<file path="src/rtl/ring_pkg.sv">
// Shared ring packet layout and route codes.
// Used by the input buffer and the switch allocator.
package ring_pkg;

    localparam int PKT_W     = 49;
    localparam int VALID_BIT = 48;
    localparam int AGE_MSB   = 47;
    localparam int AGE_LSB   = 32;
    localparam int DEST_MSB  = 31;
    localparam int DEST_LSB  = 16;
    localparam int PAY_MSB   = 15;
    localparam int PAY_LSB   = 0;
    localparam int AGE_W     = 16;
    localparam int ROUTE_W   = 16;

    localparam logic [15:0] FWD_CODE   = 16'h0001;
    localparam logic [15:0] EJECT_CODE = 16'h0002;

    function automatic logic [ROUTE_W-1:0] route_of(
        input logic [15:0] dest,
        input logic [15:0] local_id,
        input logic [15:0] fwd,
        input logic [15:0] eject
    );
        return (dest == local_id) ? eject : fwd;
    endfunction

endpackage

</file>
<file path="src/rtl/ring_input_buffer_if.sv">
// Write-and-grant channel into one priority class.
// Master supplies packet and grant, slave returns ready.
interface ring_input_buffer_if
    import ring_pkg::*;
#(
    parameter int W = PKT_W
);

    logic [W-1:0] packet;
    logic         ready;
    logic [15:0]  grant_pos;
    logic         grant_valid;

    modport master (
        output packet,
        output grant_pos,
        output grant_valid,
        input  ready
    );

    modport slave (
        input  packet,
        input  grant_pos,
        input  grant_valid,
        output ready
    );

endinterface

</file>
<file path="src/rtl/ring_slot_bank.sv">
// One priority class: slots, route codes, free-slot pick,
// occupancy and grant clear.
module ring_slot_bank
    import ring_pkg::*;
#(
    parameter int          PACKET_SIZE = PKT_W,
    parameter int          BUFFER_SIZE = 4,
    parameter logic [15:0] LOCAL_ID    = 16'h0000,
    parameter logic [15:0] FWD_PORT    = FWD_CODE,
    parameter logic [15:0] EJECT_PORT  = EJECT_CODE,
    parameter bit          STAMP_AGE   = 1'b0
) (
    input  logic                               clk,
    input  logic                               rst_n,
    ring_input_buffer_if.slave                 chan,
    input  logic [AGE_W-1:0]                   age,
    output logic [PACKET_SIZE*BUFFER_SIZE-1:0] slots,
    output logic [ROUTE_W*BUFFER_SIZE-1:0]     routes,
    output logic [2:0]                         occupancy,
    output logic                               grant_bad
);

    localparam int IDX_W = (BUFFER_SIZE > 1) ? $clog2(BUFFER_SIZE) : 1;

    logic [PACKET_SIZE-1:0] slot_q  [BUFFER_SIZE];
    logic [ROUTE_W-1:0]     route_q [BUFFER_SIZE];
    logic [2:0]             occ_q;
    logic [IDX_W-1:0]       free_idx;
    logic [IDX_W-1:0]       gnt_idx;
    logic                   free_ok;
    logic                   wr;
    logic                   gnt_ok;
    logic [PACKET_SIZE-1:0] wr_pkt;
    logic [ROUTE_W-1:0]     wr_route;

    // Ready is gated by rst_n so it drops the moment reset asserts.
    assign chan.ready = rst_n && (occ_q < 3'(BUFFER_SIZE));
    assign occupancy  = occ_q;

    always_comb begin
        free_idx = '0;
        free_ok  = 1'b0;
        for (int i = BUFFER_SIZE - 1; i >= 0; i--) begin
            if (!slot_q[i][VALID_BIT]) begin
                free_idx = IDX_W'(i);
                free_ok  = 1'b1;
            end
        end
    end

    assign gnt_idx = chan.grant_pos[IDX_W-1:0];

    always_comb begin
        gnt_ok = 1'b0;
        if (chan.grant_valid && (chan.grant_pos < 16'(BUFFER_SIZE))) begin
            gnt_ok = slot_q[gnt_idx][VALID_BIT];
        end
    end

    assign grant_bad = chan.grant_valid && !gnt_ok;
    assign wr        = chan.packet[VALID_BIT] && chan.ready && free_ok;

    always_comb begin
        wr_pkt = chan.packet;
        wr_pkt[AGE_MSB:AGE_LSB] = STAMP_AGE ? age
                                            : chan.packet[AGE_MSB:AGE_LSB];
    end

    assign wr_route = route_of(chan.packet[DEST_MSB:DEST_LSB],
                               LOCAL_ID, FWD_PORT, EJECT_PORT);

    // The freed slot is still valid this cycle, so free_idx never aliases it.
    always_ff @(posedge clk or negedge rst_n) begin
        if (!rst_n) begin
            for (int i = 0; i < BUFFER_SIZE; i++) begin
                slot_q[i]  <= '0;
                route_q[i] <= '0;
            end
            occ_q <= '0;
        end else begin
            if (gnt_ok) begin
                slot_q[gnt_idx]  <= '0;
                route_q[gnt_idx] <= '0;
            end
            if (wr) begin
                slot_q[free_idx]  <= wr_pkt;
                route_q[free_idx] <= wr_route;
            end
            occ_q <= occ_q + {2'b00, wr} - {2'b00, gnt_ok};
        end
    end

    for (genvar g = 0; g < BUFFER_SIZE; g++) begin : g_flat
        assign slots[g*PACKET_SIZE +: PACKET_SIZE] = slot_q[g];
        assign routes[g*ROUTE_W +: ROUTE_W]        = route_q[g];
    end

endmodule

</file>
<file path="src/rtl/ring_input_buffer.sv">
// Ring router input buffer: high class fed by the ring,
// low class fed by the local core, shared age counter.
module ring_input_buffer
    import ring_pkg::*;
#(
    parameter int          PACKET_SIZE = PKT_W,
    parameter int          BUFFER_SIZE = 4,
    parameter logic [15:0] LOCAL_ID    = 16'h0000,
    parameter logic [15:0] FWD_PORT    = FWD_CODE,
    parameter logic [15:0] EJECT_PORT  = EJECT_CODE
) (
    input  logic                               clk,
    input  logic                               rst_n,
    input  logic [PACKET_SIZE-1:0]             ring_in_packet,
    output logic                               ring_in_ready,
    input  logic [PACKET_SIZE-1:0]             local_in_packet,
    output logic                               local_in_ready,
    input  logic [15:0]                        grant_pos,
    input  logic                               grant_valid,
    input  logic                               grant_in_high,
    output logic [PACKET_SIZE*BUFFER_SIZE-1:0] buffer_high_prior,
    output logic [PACKET_SIZE*BUFFER_SIZE-1:0] buffer_low_prior,
    output logic [16*BUFFER_SIZE-1:0]          buffer_high_prior_route_info,
    output logic [16*BUFFER_SIZE-1:0]          buffer_low_prior_route_info,
    output logic [2:0]                         high_occupancy,
    output logic [2:0]                         low_occupancy,
    output logic                               grant_error
);

    logic [AGE_W-1:0] age_q;
    logic             hi_bad;
    logic             lo_bad;
    logic             err_q;

    ring_input_buffer_if #(.W(PACKET_SIZE)) hi_if ();
    ring_input_buffer_if #(.W(PACKET_SIZE)) lo_if ();

    assign hi_if.packet      = ring_in_packet;
    assign hi_if.grant_pos   = grant_pos;
    assign hi_if.grant_valid = grant_valid && grant_in_high;
    assign lo_if.packet      = local_in_packet;
    assign lo_if.grant_pos   = grant_pos;
    assign lo_if.grant_valid = grant_valid && !grant_in_high;

    assign ring_in_ready  = hi_if.ready;
    assign local_in_ready = lo_if.ready;
    assign grant_error    = err_q;

    always_ff @(posedge clk or negedge rst_n) begin
        if (!rst_n) begin
            age_q <= '0;
            err_q <= 1'b0;
        end else begin
            age_q <= age_q + 16'd1;
            err_q <= err_q || hi_bad || lo_bad;
        end
    end

    ring_slot_bank #(
        .PACKET_SIZE (PACKET_SIZE),
        .BUFFER_SIZE (BUFFER_SIZE),
        .LOCAL_ID    (LOCAL_ID),
        .FWD_PORT    (FWD_PORT),
        .EJECT_PORT  (EJECT_PORT),
        .STAMP_AGE   (1'b0)
    ) u_high (
        .clk       (clk),
        .rst_n     (rst_n),
        .chan      (hi_if),
        .age       (age_q),
        .slots     (buffer_high_prior),
        .routes    (buffer_high_prior_route_info),
        .occupancy (high_occupancy),
        .grant_bad (hi_bad)
    );

    ring_slot_bank #(
        .PACKET_SIZE (PACKET_SIZE),
        .BUFFER_SIZE (BUFFER_SIZE),
        .LOCAL_ID    (LOCAL_ID),
        .FWD_PORT    (FWD_PORT),
        .EJECT_PORT  (EJECT_PORT),
        .STAMP_AGE   (1'b1)
    ) u_low (
        .clk       (clk),
        .rst_n     (rst_n),
        .chan      (lo_if),
        .age       (age_q),
        .slots     (buffer_low_prior),
        .routes    (buffer_low_prior_route_info),
        .occupancy (low_occupancy),
        .grant_bad (lo_bad)
    );

endmodule

</file>
<file path="config.mk">
export PLATFORM = sky130hd
export DESIGN_NAME = ring_input_buffer
export DESIGN_NICKNAME = d
export VERILOG_FILES = /design/src/rtl/ring_pkg.sv /design/src/rtl/ring_input_buffer_if.sv /design/src/rtl/ring_slot_bank.sv /design/src/rtl/ring_input_buffer.sv
export SDC_FILE = /design/constraint.sdc
export NUM_CORES = 1
export LEC_CHECK = 0
export CAP_MARGIN = 20
export CELL_PAD_IN_SITES_DETAIL_PLACEMENT = 1
export CELL_PAD_IN_SITES_GLOBAL_PLACEMENT = 1
export CORE_AREA = 4 4 253 255
export CTS_BUF_LIST = sky130_fd_sc_hd__clkbuf_8 sky130_fd_sc_hd__clkbuf_16
export DETAILED_ROUTE_END_ITERATION = 10
export DIE_AREA = 0 0 257 259
export PLACE_DENSITY = 0.69
export SLEW_MARGIN = 30
export SYNTH_ARGS = -nofsm -noshare
export SYNTH_HDL_FRONTEND = slang
export SYNTH_SLANG_ARGS = --single-unit
</file>
<file path="constraint.sdc">
create_clock -name clk -period 7.01 [get_ports clk]
set_input_delay 0.701 -clock clk [delete_from_list [all_inputs] [get_ports clk]]
set_output_delay 0.701 -clock clk [all_outputs]
set_load 0.03 [all_outputs]
</file>
==> flow_metrics.tcl <==
set metrics [dict create \
    status "completed" \
    wl_per_cell_um 24.92 \
    grt_usage 0.2178 \
    worstSetupStartpoint "grant_pos[2]" \
    crit_path_start_kind "input port" \
    finalSetupTns_ns 0 \
    yosys.area.top_type_share 0.6799 \
    synth_cell_type_count 43 \
    start_util 0.3245 \
    ir_drop_mv 0.2341 \
    seq_area_frac_synth 0.6799 \
    cts.clk_slew.worst_paths_ns 0.06 \
    hp-class "in2async" \
    cts_tree "yes" \
    cts_max_level 2 \
    syn_area_um2 19990 \
    synth_cells 1519 \
    antenna_found_initial 2 \
    highest_layer "met5" \
    leakage_nw 13.19 \
    cts_resized 0 \
    yosys-top-cells-count "dfrtp_1, a22o_1, nand2_1" \
    drtAntennaViolNets 0 \
    grt-ovfl-total 0 \
    crit_path_top_delay_cell "nor4_4" \
    clkLatencyLatePin_ns 0.61 \
    critPathKind "in2reg" \
    gp_congestion 0.8045 \
    worst_path_largest_cell_delay_ns 0.74 \
    cts_root_buf "clkbuf_16" \
    cts_setup_buffers 0 \
    area_growth_pct 44.02 \
    drt-initial-drc-count 942 \
    drv_slew 0 \
    finalSetupViolCount 0 \
    met1_length_um 29640 \
    cp_cell_sequence "clkdlybuf4s50_1 -> or4_4 -> nor4_4 -> and3b_1 -> ha_1 -> inv_1 -> ha_1 -> inv_1 -> fa_1 -> xnor2_1 -> xnor2_1" \
    num_vias 15390 \
    ys_top_cells_by_area "dfrtp_1, a22o_1, nand2_1" \
    hold_buffers 0 \
    grt_pass1_vias 16750 \
    min_period_over_period 0.4846 \
    num_rows 91 \
    grt_pass1_wl_um 112700 \
    numCtsBuffers 57 \
    vias_per_cell 5.137 \
    dieHeight_um 259 \
    critPathMaxFanout 7 \
    clock_path_buffers 3 \
    dp_hpwl_um 51390 \
    synth_flop_cell "dfrtp_1" \
    hold_viol 0 \
    drive_gt1_frac 0.06725 \
    syn_nets 1644 \
    rsz0062_at_grt "no" \
    grt_max_degree 96 \
    worstMarginPinSlew_ns 0.8615 \
    end_kind "register" \
    slew_headroom 0.4257 \
    cp_data_arrival_time_ns 3.87 \
    synth_edf_count 0 \
    async_flop_share 1.000 \
    final_nets 2239 \
    ys_ff_latch 543 \
    finalClockSkew_ns 0.02141 \
    power_density_nw_per_um2 464.2 \
    synth.most_common_cell "dfrtp_1" \
    synth_top_area_cell "dfrtp_1" \
    worstPathRequired_ns 7.48 \
    dr_wl_met2_um 36550 \
    ios 647 \
    clock-sinks 543 \
    wl_met3_um 6062 \
    dieArea_um2 66560 \
    coreArea_um2 61600 \
    port_buffers 630 \
    wirelength_um 74640 \
    hold_slack_ns 0.1317 \
    r2r-start "u_high.occupancy[2]" \
    die_width_um 257 \
    fmax_mhz 294.4 \
    maxCapViolCount 0 \
    final.min_clock_period_ns 3.397 \
    drc 0 \
    avgSynthCellArea_um2 13.16 \
    yosysWarnings 0 \
    drt_first_pass_iters 5 \
]
-- final cells by class --
| type | count | area, um2 |
|---|---|---|
| fillers | 6367 | 32810 |
| inverters | 13 | 48.80 |
| diodes | 2 | 5.005 |
| flip-flops and latches | 543 | 13590 |
| clock buffers | 73 | 1658 |
| well taps | 837 | 1047 |
| multi-input cells | 844 | 5683 |
| clock inverters | 28 | 227.7 |
| repair buffers | 655 | 6526 |
-- per-layer routing --
layer | track usage | vias up
met4 | 0.06440 | 2
met1 | 0.2656 | 8062
met2 | 0.3718 | 631
met5 | 0 | -
li1 | - | 6575
met3 | 0.06994 | 116
-- metrics by stage --
step,instances,util,power (W),cell area [um2],setup slack (ns)
floorplan,1519,-,0.007601,19990,3.713
global placement,2891,0.4360,0.01029,26860,3.037
detailed placement,2891,0.4361,0.01038,26860,2.981
finish,2995,0.4673,0.01336,28780,3.613
CTS,2992,0.4667,0.01352,28750,3.639
global route,2993,0.4672,0.01396,28780,3.439
-- cell usage in the layout (no fill, tap or decap), drive strengths merged, types with 5 or more instances in the layout --
| cell type | n |
|---|---|
| nor3 | 8 |
| and2 | 85 |
| nand3 | 12 |
| clkinv | 14 |
| nor4 | 12 |
| a22o | 294 |
| nor2 | 8 |
| a21oi | 6 |
| dfrtp | 543 |
| nand2 | 210 |
| buf | 26 |
| and3 | 30 |
| and3b | 5 |
| inv | 23 |
| clkdlybuf4s50 | 629 |
| xnor2 | 13 |
| xor2 | 5 |
| o21ai | 97 |
| ha | 5 |
| nand4 | 6 |
| clkbuf | 73 |
| a21o | 10 |
-- power by group --
part	leakage, nW	switching [W]	total (W)	internal, W
combinational	5.13	0.00329	0.00559	0.00231
clock	0.977	0.00127	0.00303	0.00177
sequential	7.08	0.000645	0.00474	0.00409
total	13.2	0.00520	0.0134	0.00817
-- sequential cells by signal (all words and copies together) (netlist names) --
| register | flops |
|---|---|
| u_low.occupancy | 3 |
| age_q | 16 |
| u_high.occupancy | 3 |
| u_low.routes | 64 |
| u_low.slots | 196 |
| u_high.routes | 64 |
| u_high.slots | 196 |
| grant_error | 1 |
-- critical path: cells and delay by family --
kind	cells	cell delay (ns)
xor gates and xnor gates	2	0.27
adders and majority gates	3	0.76
buffers and inverters	3	0.52
and+or+nand+nor	3	1.61
-- cells by family after synthesis --
kind of cell / after synthesis / synth area share
DFF: 543 / 0.6799
AOI/OAI and AO/OA: 419 / 0.1667
and+or+nand+nor: 398 / 0.1004
buffers and inverters: 132 / 0.03838
xor gates and xnor gates: 18 / 0.007888
adders and majority gates: 7 / 0.005133
muxes: 2 / 0.001628
-- worst paths after layout --
| check | end | cells past startpoint | slack (ns) |
|---|---|---|---|
| worst max-delay path | u_low.occupancy[2] | 11 | 3.61 |
| worst min-delay path | u_high.slots[5] | 1 | 0.13 |
| worst max register to register | u_high.routes[33] | 6 | 4.13 |
| worst min register to register | u_low.routes[1] | 1 | 0.48 |
| max in group asynchronous | u_low.slots[68] | 3 | 4.77 |
| min in group clk | u_low.routes[1] | 1 | 0.48 |
Note: power is estimated with default switching activity, not from simulation.
